`src/rtl/pdl_tuner_pkg.sv`:
```
// Shared types and default configuration for the PDL bias-trimming controller.
package pdl_tuner_pkg;

    localparam int unsigned DEL_W = 3;
    localparam logic [DEL_W-1:0] DEF_DEL_INIT = 3'b100;
    localparam int unsigned DEF_WIN_LOG2 = 6;
    localparam int unsigned DEF_THRESH   = 4;
    localparam int unsigned DEF_SETTLE   = 4;

    typedef enum logic [2:0] {
        ST_IDLE,
        ST_SETTLE,
        ST_SAMPLE,
        ST_EVAL,
        ST_LOCKED
    } state_t;

    // Midpoint of a 2^win_log2 sample window: the ideal ones count.
    function automatic int unsigned half_of(input int unsigned win_log2);
        return 32'd1 << (win_log2 - 32'd1);
    endfunction

endpackage

```
`src/rtl/pdl_tuner_sync2.sv`:
```
// Two-flop synchronizer for a free-running asynchronous entropy source.
module pdl_tuner_sync2 (
    input  logic clk,
    input  logic rst,
    input  logic d,
    output logic q
);

    logic meta;

    always_ff @(posedge clk or posedge rst) begin
        if (rst) begin
            meta <= 1'b0;
            q    <= 1'b0;
        end else begin
            meta <= d;
            q    <= meta;
        end
    end

endmodule

```
`src/rtl/pdl_tuner.sv`:
```
// Closed-loop PDL delay trimming: window ones-count drives del up/down until
// the raw stream is balanced, then forwards synchronized bits while locked.
module pdl_tuner
    import pdl_tuner_pkg::*;
#(
    parameter logic [DEL_W-1:0] DEL_INIT = DEF_DEL_INIT,
    parameter int unsigned      WIN_LOG2 = DEF_WIN_LOG2,
    parameter int unsigned      THRESH   = DEF_THRESH,
    parameter int unsigned      SETTLE   = DEF_SETTLE
) (
    input  logic                clk,
    input  logic                clr,
    input  logic                start,
    input  logic                stop,
    input  logic                z,
    output logic                en,
    output logic [DEL_W-1:0]    del,
    output logic                tuned,
    output logic                fail,
    output logic [WIN_LOG2:0]   ones_cnt,
    output logic                bit_out,
    output logic                bit_valid
);

    localparam int unsigned CNT_W   = WIN_LOG2 + 1;
    localparam int unsigned HALF    = half_of(WIN_LOG2);
    localparam int unsigned WIN_LEN = 32'd1 << WIN_LOG2;
    localparam logic [DEL_W-1:0] DEL_MAX = '1;

    state_t state, state_nxt;

    logic             z_s;
    logic [CNT_W-1:0] cnt, cnt_nxt;
    logic [CNT_W-1:0] tmr, tmr_nxt;
    logic             en_nxt, tuned_nxt, fail_nxt, bit_valid_nxt;
    logic [DEL_W-1:0] del_nxt;
    logic [CNT_W-1:0] ones_nxt;

    logic settle_done, win_done, lock_eval;
    logic go_up, go_down, step, at_lim, sample_now;

    pdl_tuner_sync2 u_sync (
        .clk (clk),
        .rst (clr),
        .d   (z),
        .q   (z_s)
    );

    assign bit_out = z_s;

    assign settle_done = (tmr == CNT_W'(SETTLE - 1));
    assign win_done    = (tmr == CNT_W'(WIN_LEN - 1));
    // LOCKED reuses the slot after the last sample as its in-place evaluate.
    assign lock_eval   = (state == ST_LOCKED) && (tmr == CNT_W'(WIN_LEN));
    assign sample_now  = (state == ST_SAMPLE) || ((state == ST_LOCKED) && !lock_eval);

    // Tuning uses the tight band; a locked source is only retuned on a wider drift.
    always_comb begin
        go_up   = 1'b0;
        go_down = 1'b0;
        if (state == ST_EVAL) begin
            go_up   = 32'(cnt) > HALF + THRESH;
            go_down = 32'(cnt) < HALF - THRESH;
        end else if (lock_eval) begin
            go_up   = 32'(cnt) > HALF + 2 * THRESH;
            go_down = 32'(cnt) + 2 * THRESH < HALF;
        end
    end

    assign step   = go_up | go_down;
    assign at_lim = go_up ? (del == DEL_MAX) : (del == '0);

    always_ff @(posedge clk or posedge clr) begin
        if (clr) state <= ST_IDLE;
        else     state <= state_nxt;
    end

    always_comb begin
        state_nxt = state;
        if (stop) begin
            state_nxt = ST_IDLE;
        end else begin
            case (state)
                ST_IDLE:   if (start) state_nxt = ST_SETTLE;
                ST_SETTLE: if (settle_done) state_nxt = ST_SAMPLE;
                ST_SAMPLE: if (win_done) state_nxt = ST_EVAL;
                ST_EVAL: begin
                    if (step) state_nxt = at_lim ? ST_IDLE : ST_SETTLE;
                    else      state_nxt = ST_LOCKED;
                end
                ST_LOCKED: if (step) state_nxt = at_lim ? ST_IDLE : ST_SETTLE;
                default:   state_nxt = ST_IDLE;
            endcase
        end
    end

    always_comb begin
        del_nxt       = del;
        fail_nxt      = fail;
        ones_nxt      = ones_cnt;
        cnt_nxt       = cnt;
        tmr_nxt       = tmr + CNT_W'(1);
        en_nxt        = (state_nxt != ST_IDLE);
        tuned_nxt     = (state_nxt == ST_LOCKED);
        bit_valid_nxt = (state_nxt == ST_LOCKED);

        if (sample_now) cnt_nxt = cnt + CNT_W'(z_s);

        if (!stop) begin
            if ((state == ST_IDLE) && start) begin
                del_nxt  = DEL_INIT;
                fail_nxt = 1'b0;
            end
            if ((state == ST_EVAL) || lock_eval) begin
                ones_nxt = cnt;
                cnt_nxt  = '0;
            end
            if (step) begin
                if (at_lim)     fail_nxt = 1'b1;
                else if (go_up) del_nxt  = del + DEL_W'(1);
                else            del_nxt  = del - DEL_W'(1);
            end
        end

        if ((state_nxt != state) || lock_eval) tmr_nxt = '0;
        if (state_nxt == ST_IDLE) begin
            tmr_nxt = '0;
            cnt_nxt = '0;
        end
    end

    always_ff @(posedge clk or posedge clr) begin
        if (clr) begin
            en        <= 1'b0;
            del       <= DEL_INIT;
            tuned     <= 1'b0;
            fail      <= 1'b0;
            ones_cnt  <= '0;
            bit_valid <= 1'b0;
            cnt       <= '0;
            tmr       <= '0;
        end else begin
            en        <= en_nxt;
            del       <= del_nxt;
            tuned     <= tuned_nxt;
            fail      <= fail_nxt;
            ones_cnt  <= ones_nxt;
            bit_valid <= bit_valid_nxt;
            cnt       <= cnt_nxt;
            tmr       <= tmr_nxt;
        end
    end

endmodule

```
`config.mk`:
```
export PLATFORM = sky130hd
export DESIGN_NAME = pdl_tuner
export DESIGN_NICKNAME = d
export VERILOG_FILES = /design/src/rtl/pdl_tuner_pkg.sv /design/src/rtl/pdl_tuner_sync2.sv /design/src/rtl/pdl_tuner.sv
export SDC_FILE = /design/constraint.sdc
export NUM_CORES = 1
export LEC_CHECK = 0
export CAP_MARGIN = 20
export CORE_MARGIN = 8
export CORE_UTILIZATION = 35
export CTS_CLUSTER_SIZE = 40
export DETAILED_ROUTE_END_ITERATION = 6
export GPL_TIMING_DRIVEN = 1
export PLACE_DENSITY = 0.54
export REMOVE_ABC_BUFFERS = 1
export SLEW_MARGIN = 40
export SYNTH_ARGS = -nofsm -noshare
export SYNTH_HDL_FRONTEND = slang
export SYNTH_SLANG_ARGS = --single-unit
```
`constraint.sdc`:
```
create_clock -name clk -period 3.45 [get_ports clk]
set_input_delay 0.5175 -clock clk [delete_from_list [all_inputs] [get_ports clk]]
set_output_delay 0.5175 -clock clk [all_outputs]
set_load 0.1 [all_outputs]
```
# [Word level (Yosys, flattened, before mapping)]
# Index checks and enable logic that the tools add are counted.
[word_totals] reg_bits=32 latchBits=0 ram_bits=0 mem_bits_ro=0 in_bits=5 out_inout_bits=15 elab_cells=69 memories=0
[classes] n_addsub=5 n_mul=0 n_div=0 order_cmp=4 eq_ne=10 shift=0 mux=26 bitwise=2 n_reduce_logical=12
[ops] operator="$mux 7" count=6
[ops] operator="$mux 3" count=10
[ops] operator="$pmux 3 s5" count=1
[ops] operator="$gt 7x6->1 const B" count=2
[ops] operator="$eq 3x3->1 const B" count=3
[ops] operator="$logic_not 3->1" count=3
[ops] operator="$mux 1" count=9
[ops] operator="$add 7x4->8 const B" count=1
[ops] operator="$lt 8x6->1 const B" count=1
[ops] operator="$add 7x1->7" count=1
[ops] operator="$add 7x1->7 const B" count=1
[ops] operator="$eq 7x2->1 const B" count=1
[ops] operator="$eq 7x6->1 const B" count=1
[ops] operator="$eq 7x7->1 const B" count=1
[ops] operator="$lt 7x5->1 const B" count=1
[ops] operator="$eq 3x2->1 const B" count=2
[ops] operator="$add 3x1->3 const B" count=1
[ops] operator="$eq 3x1->1 const B" count=1
[ops] operator="$logic_and 1x1->1" count=3
[ops] operator="$logic_or 1x1->1" count=3
[ops] operator="$ne 3x3->1" count=1
[ops] operator="$reduce_bool 3->1" count=1
[ops] operator="$sub 3x1->3 const B" count=1
[ops] operator="$reduce_and 2->1" count=1
[ops] operator="3 further kinds" count=3

# [Longest topological paths before layout]
# Gate-level depths: netlist of run 1.
[depth] ltp_word=13 ltp_mapped=10 mapped_depth_nobuf=10

# [Hierarchy]
# Synthesis of run 1 repeated with hierarchy kept, for this count alone.
[hier_totals] hier_cells=184 hier_area_um2=1895.6
[by_module_without_submodules] module="pdl_tuner" instances=1 cells_each=181 area_each_um2=1841.8 seq_area_each_um2=752.0
[by_module_without_submodules] module="pdl_tuner_sync2" instances=1 cells_each=3 area_each_um2=53.8 seq_area_each_um2=50.0

# [Worst setup path after synthesis of run 1]
# OpenSTA, ideal clock, no wires.
[synth_path] path_kind="register to register" start="register cnt[4]" end="register del[2]" setup_ps=75 t_arrival_ps=2407 t_required_ps=3375 path_slack_ps=967 path_stages_with_launch=9 n_path_buf=0 period_less_slack_ps=2483 path_cell_list="dfrtp_1 > or4_4 > a21oi_1 > a2bb2oi_2 > nor2_1 > fa_1 > nor3_1 > and4bb_1 > nor3_2"
[synth_via] elab_chain_len=6 word_cells_on_any_way=14 classes_between="1 x add/sub; 4 x order compare; 8 x mux; 1 x bitwise"
[synth_rtl] item="start, declared" line="pdl_tuner.sv:33" rtl="logic [CNT_W-1:0] cnt, cnt_nxt;"
[synth_rtl] item="start signal, assigned" line="pdl_tuner.sv:149" rtl="cnt <= cnt_nxt;"
[synth_rtl] item="$add 7x4->8 / $gt 7x6->1 (equally long branches)" line="pdl_tuner.sv:66, pdl_tuner.sv:65"
[synth_rtl] item="$lt 8x6->1 / $mux 1 (equally long branches)" line="pdl_tuner.sv:66, pdl_tuner.sv:64"
[synth_rtl] item="$mux 1, on equally long branches" line="pdl_tuner.sv:64, pdl_tuner.sv:61"
[synth_rtl] item="$mux 1 (tied with other cells)" line="pdl_tuner.sv:61" rtl="if (state == ST_EVAL) begin"
[synth_rtl] item="$or 1x1->1 / $mux 3 (equally long branches)" line="pdl_tuner.sv:70, pdl_tuner.sv:119"
[synth_rtl] item="$mux 3 (*)" line="pdl_tuner.sv:118" rtl="if (step) begin"
[synth_rtl] item="end signal, assigned" line="pdl_tuner.sv:144" rtl="del <= del_nxt;"
[synth_rtl] item="end, declared" line="pdl_tuner.sv:17" rtl="output logic [DEL_W-1:0] del,"
# Every way passes the cells marked *; elsewhere a longest branch is shown, timed or not.
# A chain may end at the register's enable or synchronous reset.

# [Worst setup path in the final report of run 1]
# Same ends and word-level chain as after synthesis.

==> impl_metrics.tcl, run 1 <==
set metrics [dict create \
    final_util_pct 40.67 \
    max-slew-margin-rel_pct 59.45 \
    synth-xor-area-share_pct 4.578 \
    final_hold_viol_count 0 \
    peakVddDrop_v 0.0001995 \
    internal_power_w 0.0006208 \
    cts_tree "yes" \
    fmax_ghz 0.3714 \
    antenna_found_initial 0 \
    endpoint_kind "register" \
    wl_per_cell_um 14.45 \
    vias 1341 \
    dp_slack_ns 0.8150 \
    drive_gt1_share_pct 28.35 \
    fillCellCount 532 \
    portBuffers 19 \
    hold_buffers 0 \
    pwr-share-clk_pct 43.0 \
    drt_wl_total_um 3845 \
    dieArea_um2 8087 \
    cp_top_family "simple AND/OR/NAND/NOR gates" \
    worstSetupPathType "register to register" \
    slowest_delay_ns 0.57 \
    multi_input_area_um2 1044 \
    cts-root-buf "clkbuf_8" \
    worst_slew_pin_slew_ns 0.6082 \
    hpwl_um 2818 \
    fin_nets 203 \
    cp.required_ns 3.67 \
    insertion_delay_ns 0.28 \
    synth_flop_cell "dfrtp_1" \
    track_usage_pct 10.16 \
    synth.area.mux_share_pct 6.213 \
    arrival_ns 2.91 \
    yosysUniqueCellTypes 61 \
    setup_viol 0 \
    grt_setup_unrepaired "no" \
    ant_nets 0 \
    clk_pin_slew_worst_paths_ns 0.07 \
    synth_compound_area_share_pct 13.54 \
    grt_max_degree 33 \
    combPwrFrac_pct 10.3 \
    ctsResizeCount 0 \
    grt_pass1_vias 1388 \
    tns_ns 0 \
    synth_top_family_by_area "simple AND/OR/NAND/NOR gates" \
    power.density_nw_per_um2 382.0 \
    vias_per_cell 5.041 \
    sw_frac_of_total_pct 26.08 \
    critPathSlowestCell "or4_4" \
    die_y_um 89.93 \
    area_delta_synth_final_pct 14.91 \
    finClkSkew_ns 0.002075 \
    worstPathCellList "or4_4, a21oi_1, a2bb2oi_2, nor2_1, fa_1, nor3_1, and4bb_1, nor3_2" \
    crit_path_max_fanout 7 \
    final.period_utilization_pct 78.04 \
    register_area_um2 802.0 \
    netlist_instances 173 \
    ys_async_sr_fraction_pct 100.0 \
    status "completed" \
    gr-total-overflow 0 \
    drtIter0Drc 87 \
    final-max-slew-violation-count 0 \
    diodes 0 \
    syn_area_per_cell_um2 11.06 \
    htreeDepth 2 \
    seqPwrFrac_pct 46.7 \
    start_kind "register" \
    fp.dieW_um 89.93 \
    yosys_warnings 0 \
    fin_ws_ns 0.7575 \
    hold_path.class "register to register" \
    clock_sinks 32 \
    dr.pass1.iters 4 \
    post_cts_buffers 0 \
    clockBufferDepth 2 \
    yosys.area_share.adder_pct 3.663 \
    ys_ff_latch 32 \
    p_switching_w 0.0002190 \
    ios 20 \
    fin_crit_ns 2.693 \
    core_um2 5405 \
    synth-edff-count 0 \
    initial_core_util_pct 35.39 \
    synth_area_um2 1913 \
    synth_simple_gate_area_share_pct 26.55 \
    place.gp.congestion 0.8142 \
    p_leak_nw 0.9450 \
    cts_made_buffers 5 \
    drv_cap 0 \
    cp_num_buf_inv 0 \
    route.detailed.drc 0 \
    grt_pass1_wl_um 6837 \
    rows 27 \
    yosysSeqAreaShare_pct 41.92 \
]
[power groups by stage]
stage                      logic, W  registers, W  clock network (W)
after CTS                 0.0000885      0.000392           0.000373
after floorplan           0.0000384      0.000424                  0
after global routing      0.0000941      0.000394           0.000395
final                     0.0000865      0.000392           0.000361
after global placement    0.0000903      0.000399                  0
after detailed placement  0.0000883      0.000399                  0
[layer usage]
metal  GRT usage, %  vias to the layer above  wire [um]
li1               -                      667          -
met1          12.76                      652       1800
met2          16.07                       15       1847
met4          3.329                        0         48
met5              0                        -          0
met3          3.242                        7        149
[flip-flops by register name (all words and copies together), names as in the netlist]
register and flops:
en 1, cnt 7, tmr 7, state 3, del 3, u_sync.meta 1
bit_valid 1, fail 1, ones_cnt 7, u_sync.q 1
[kinds of logic after synthesis]
group / Yosys count
DFF: 32
muxes: 11
and+or+nand+nor: 75
buffers and inverters: 14
adders and majority gates: 5
AOI/OAI and AO/OA: 26
xor gates and xnor gates: 10
[synth_stat cells (2+ instances only)]
library cell,number,area [um2]
clkbuf_1,3,11.26
inv_1,6,22.52
or4_4,2,22.52
o21ai_0,3,15.01
nor4_1,2,12.51
a21oi_1,4,20.02
nand4_1,4,25.02
dfrtp_1,31,775.7
buf_4,2,15.01
xnor2_1,2,17.52
xor2_1,8,70.07
ha_1,4,50.05
nor3b_1,2,15.01
mux2_1,7,78.83
mux2i_1,4,40.04
nor3_1,7,35.03
nor3_2,8,80.08
nand3_1,6,30.03
nand2b_1,2,12.51
and3_1,2,12.51
nor2b_1,4,25.02
a21o_1,2,15.01
nor2_1,12,45.04
nand2_1,9,33.78
[metrics by stage]
step | cell area [um2] | hold WS, ns | cells | total power (W)
detailed placement | 2087 | 0.3379 | 258 | 0.0004876
global placement | 2157 | 0.3340 | 258 | 0.0004895
finish | 2198 | 0.3514 | 266 | 0.0008399
floorplan | 1872 | 0.3312 | 166 | 0.0004628
global route | 2198 | 0.3601 | 266 | 0.0008833
CTS | 2198 | 0.3546 | 266 | 0.0008536
[cells in the final DEF (no fill, tap or decap), drive strengths merged, types with 5 or more instances in the layout]
master / instances
dfrtp: 31
buf: 16
nor3: 16
nor2: 13
nand2: 9
xor2: 8
mux2: 7
inv: 7
nand3: 6
a21oi: 6
clkbuf: 5
o21ai: 5
[final cells by class]
type	instances	area share (%)
multi-input combinational	127	47.47
inverter	7	1.195
clock inverter	3	1.935
tap	72	4.098
clock buffer	5	3.130
timing repair buffer	20	5.692
sequential	32	36.48
[path summary, 6_finish.rpt]
path                                             from                  to  slack (ns)  cells past startpoint
worst min register to register  u_sync.meta$_DFF_PP0_  u_sync.q$_DFF_PP0_        0.35                      0
worst max-delay path                 cnt[4]$_DFF_PP0_  del[2]$_DFFE_PP1N_        0.76                      8
worst max register to register       cnt[4]$_DFF_PP0_  del[2]$_DFFE_PP1N_        0.76                      8
worst min-delay path            u_sync.meta$_DFF_PP0_  u_sync.q$_DFF_PP0_        0.35                      0
min in group asynchronous                         clr        en$_DFF_PP0_        0.61                      3
max in group asynchronous                         clr  del[2]$_DFFE_PP1N_        2.52                      3
[worst register-to-register path, cell delays in order, from the launching register on]
cell and delay [ns]:
dfrtp_1 0.47, or4_4 0.57, a21oi_1 0.19, a2bb2oi_2 0.30, nor2_1 0.10, fa_1 0.42, nor3_1 0.19, and4bb_1 0.24
nor3_2 0.14
(Power assumes the default switching activity.)
==> run 2, diff against run 1 <==
- PLACE_DENSITY: 0.54 -> 0.56
- clock period: 3.45 -> 2.2 ns (I/O delays scaled with it)
==> run 2 against run 1 <==
Effect of this change:
- the run now ends with setup timing left
- highest routed layer unchanged
- utilization up 9.5 points
- via count grew 16%
- critical path type unchanged
- maximum frequency rose by 13%
- die area is the same
- register-to-register slack worse by 0.93 ns
- sequential share of layout area is 6.9 points lower
- clock skew is 0.0034 ns higher
==> impl_metrics.tcl, run 2 (synthesized netlist as in run 1, its figures left out) <==
set metrics [dict create \
    peakVddDrop_v 0.0002737 \
    fin_nets 248 \
    multi_input_area_um2 1150 \
    final.period_utilization_pct 108.0 \
    antenna_found_initial 0 \
    diodes 0 \
    area_delta_synth_final_pct 41.79 \
    fin_cells 311 \
    start_kind "register" \
    critPathSlowestCell "or4_4" \
    worstSetupPathType "register to register" \
    slowest_delay_ns 0.55 \
    worstPathCellList "or4_4, a21oi_2, a2bb2oi_4, nor2_4, fa_2, nor3_1, and4bb_1, nor3_2" \
    drv_cap 0 \
    insertion_delay_ns 0.29 \
    cts-root-buf "clkbuf_8" \
    grtUsageMet3_pct 3.491 \
    use_met2_pct 18.22 \
    hold_path.class "register to register" \
    cp_top_family "simple AND/OR/NAND/NOR gates" \
    dr.pass1.iters 4 \
    violations "setup timing" \
    fmax_ghz 0.4209 \
    clockBufferDepth 2 \
    finClkSkew_ns 0.005431 \
    clk_pin_slew_worst_paths_ns 0.08 \
    vias 1556 \
    crit_path_end "del[2]$_DFFE_PP1N_" \
    drive_gt1_share_pct 47.28 \
    htreeDepth 2 \
    drtIter0Drc 54 \
    grt_setup_unrepaired "yes" \
    crit_path_max_fanout 4 \
    vias_per_cell 5.003 \
    clock_sinks 32 \
    portBuffers 19 \
    timing.rr.end "del[2]$_DFFE_PP1N_" \
    worst_slew_pin_slew_ns 0.5010 \
    tns_ns -0.8150 \
    startpoint "cnt[4]$_DFF_PP0_" \
    cp.required_ns 2.42 \
    cp_num_buf_inv 0 \
    final_hold_viol_count 0 \
    hold_buffers 0 \
    layout_commonest_cell "buf_4" \
    die_y_um 89.93 \
    cts_made_buffers 5 \
    max-slew-margin-rel_pct 66.60 \
    top_usage_layer "met2" \
    grt_pass1_wl_um 7465 \
    track_usage_pct 11.08 \
    place_inst 295 \
    ios 20 \
    r2r_slack_ns -0.18 \
    setup_viol 15 \
    dieArea_um2 8087 \
    drt_wl_total_um 4468 \
    p_leak_nw 1.191 \
    reg2regPathDepth 8 \
    wl_per_cell_um 14.37 \
    fin_crit_ns 2.376 \
    initial_core_util_pct 35.39 \
    status "finished with violations" \
    power.density_nw_per_um2 466.1 \
    fillCellCount 496 \
    fin_ws_ns -0.1759 \
    final-max-slew-violation-count 0 \
    place.gp.congestion 0.7813 \
    layout_common_cells "buf_4 (55), dfrtp_1 (31), nor2_1 (11), nand2_1 (9), xor2_1 (8)" \
    gr-usage-met1_pct 13.03 \
    route.detailed.drc 0 \
    arrival_ns 2.60 \
    final_util_pct 50.19 \
    gr-total-overflow 0 \
    endpoint_kind "register" \
    hpwl_um 3233 \
    reg_top3 "cnt (7), ones_cnt (7), tmr (7)" \
    ant_nets 0 \
    register_area_um2 802.0 \
    cp.depth 8 \
    reg2reg_from "cnt[4]$_DFF_PP0_" \
    fp.dieW_um 89.93 \
    grt_max_degree 33 \
    rows 27 \
    core_um2 5405 \
    cts_tree "yes" \
    grt_pass1_vias 1593 \
    finalPower_w 0.001264 \
]
-- run 2: where the power goes --
group	internal, W	switching (W)	leakage, nW
combinational	0.0000677	0.000115	0.717
clock	0.000224	0.000250	0.0404
sequential	0.000600	0.00000745	0.434
-- run 2: layout make-up --
class,instances,area share (%)
clock buffer,5,2.537
clock inverter,3,0.8764
inverter,7,0.9686
multi-input combinational,127,42.39
sequential,32,29.57
tap,72,3.321
timing repair buffer,65,20.34
-- run 2: per-stage QoR --
step | hold WS [ns] | instance area [um2] | setup WS, ns
after global placement | 0.3330 | 2425 | -0.1590
after global routing | 0.3642 | 2713 | -0.2559
final | 0.3581 | 2713 | -0.1759
after CTS | 0.3538 | 2565 | -0.1933
after floorplan | 0.3312 | 1872 | -0.2826
after detailed placement | 0.3364 | 2425 | -0.2237
-- run 2: metal layers --
layer	part of all wire [%]	vias to the layer above
met1	45	767
met5	0	-
li1	-	762
met3	3.0	8
met4	1.4	0
met2	50	19
-- run 2: repair_timing --
action | in CTS | in global routing
setup endpoints to repair | 25 | 25
gates resized for setup | 9 | 15
gates cloned | 0 | 1
setup buffers | 2 | 7
pin swaps | 7 | 6
-- run 2: worst min-delay path by stage --
| stage | start | end | slack [ns] | cells past startpoint |
|---|---|---|---|---|
| finish | u_sync.meta$_DFF_PP0_ | u_sync.q$_DFF_PP0_ | 0.36 | 0 |
| global route | u_sync.meta$_DFF_PP0_ | u_sync.q$_DFF_PP0_ | 0.36 | 0 |
| CTS | u_sync.meta$_DFF_PP0_ | u_sync.q$_DFF_PP0_ | 0.35 | 0 |
| detailed placement | u_sync.meta$_DFF_PP0_ | u_sync.q$_DFF_PP0_ | 0.34 | 0 |
| global placement | u_sync.meta$_DFF_PP0_ | u_sync.q$_DFF_PP0_ | 0.33 | 0 |
| floorplan | u_sync.meta$_DFF_PP0_ | u_sync.q$_DFF_PP0_ | 0.33 | 0 |
==> run 3, diff against run 2 <==
- HOLD_SLACK_MARGIN: not set -> 0.08
==> results of run 3 <==
The final DEF is identical to that of run 2; final timing and power are the same.
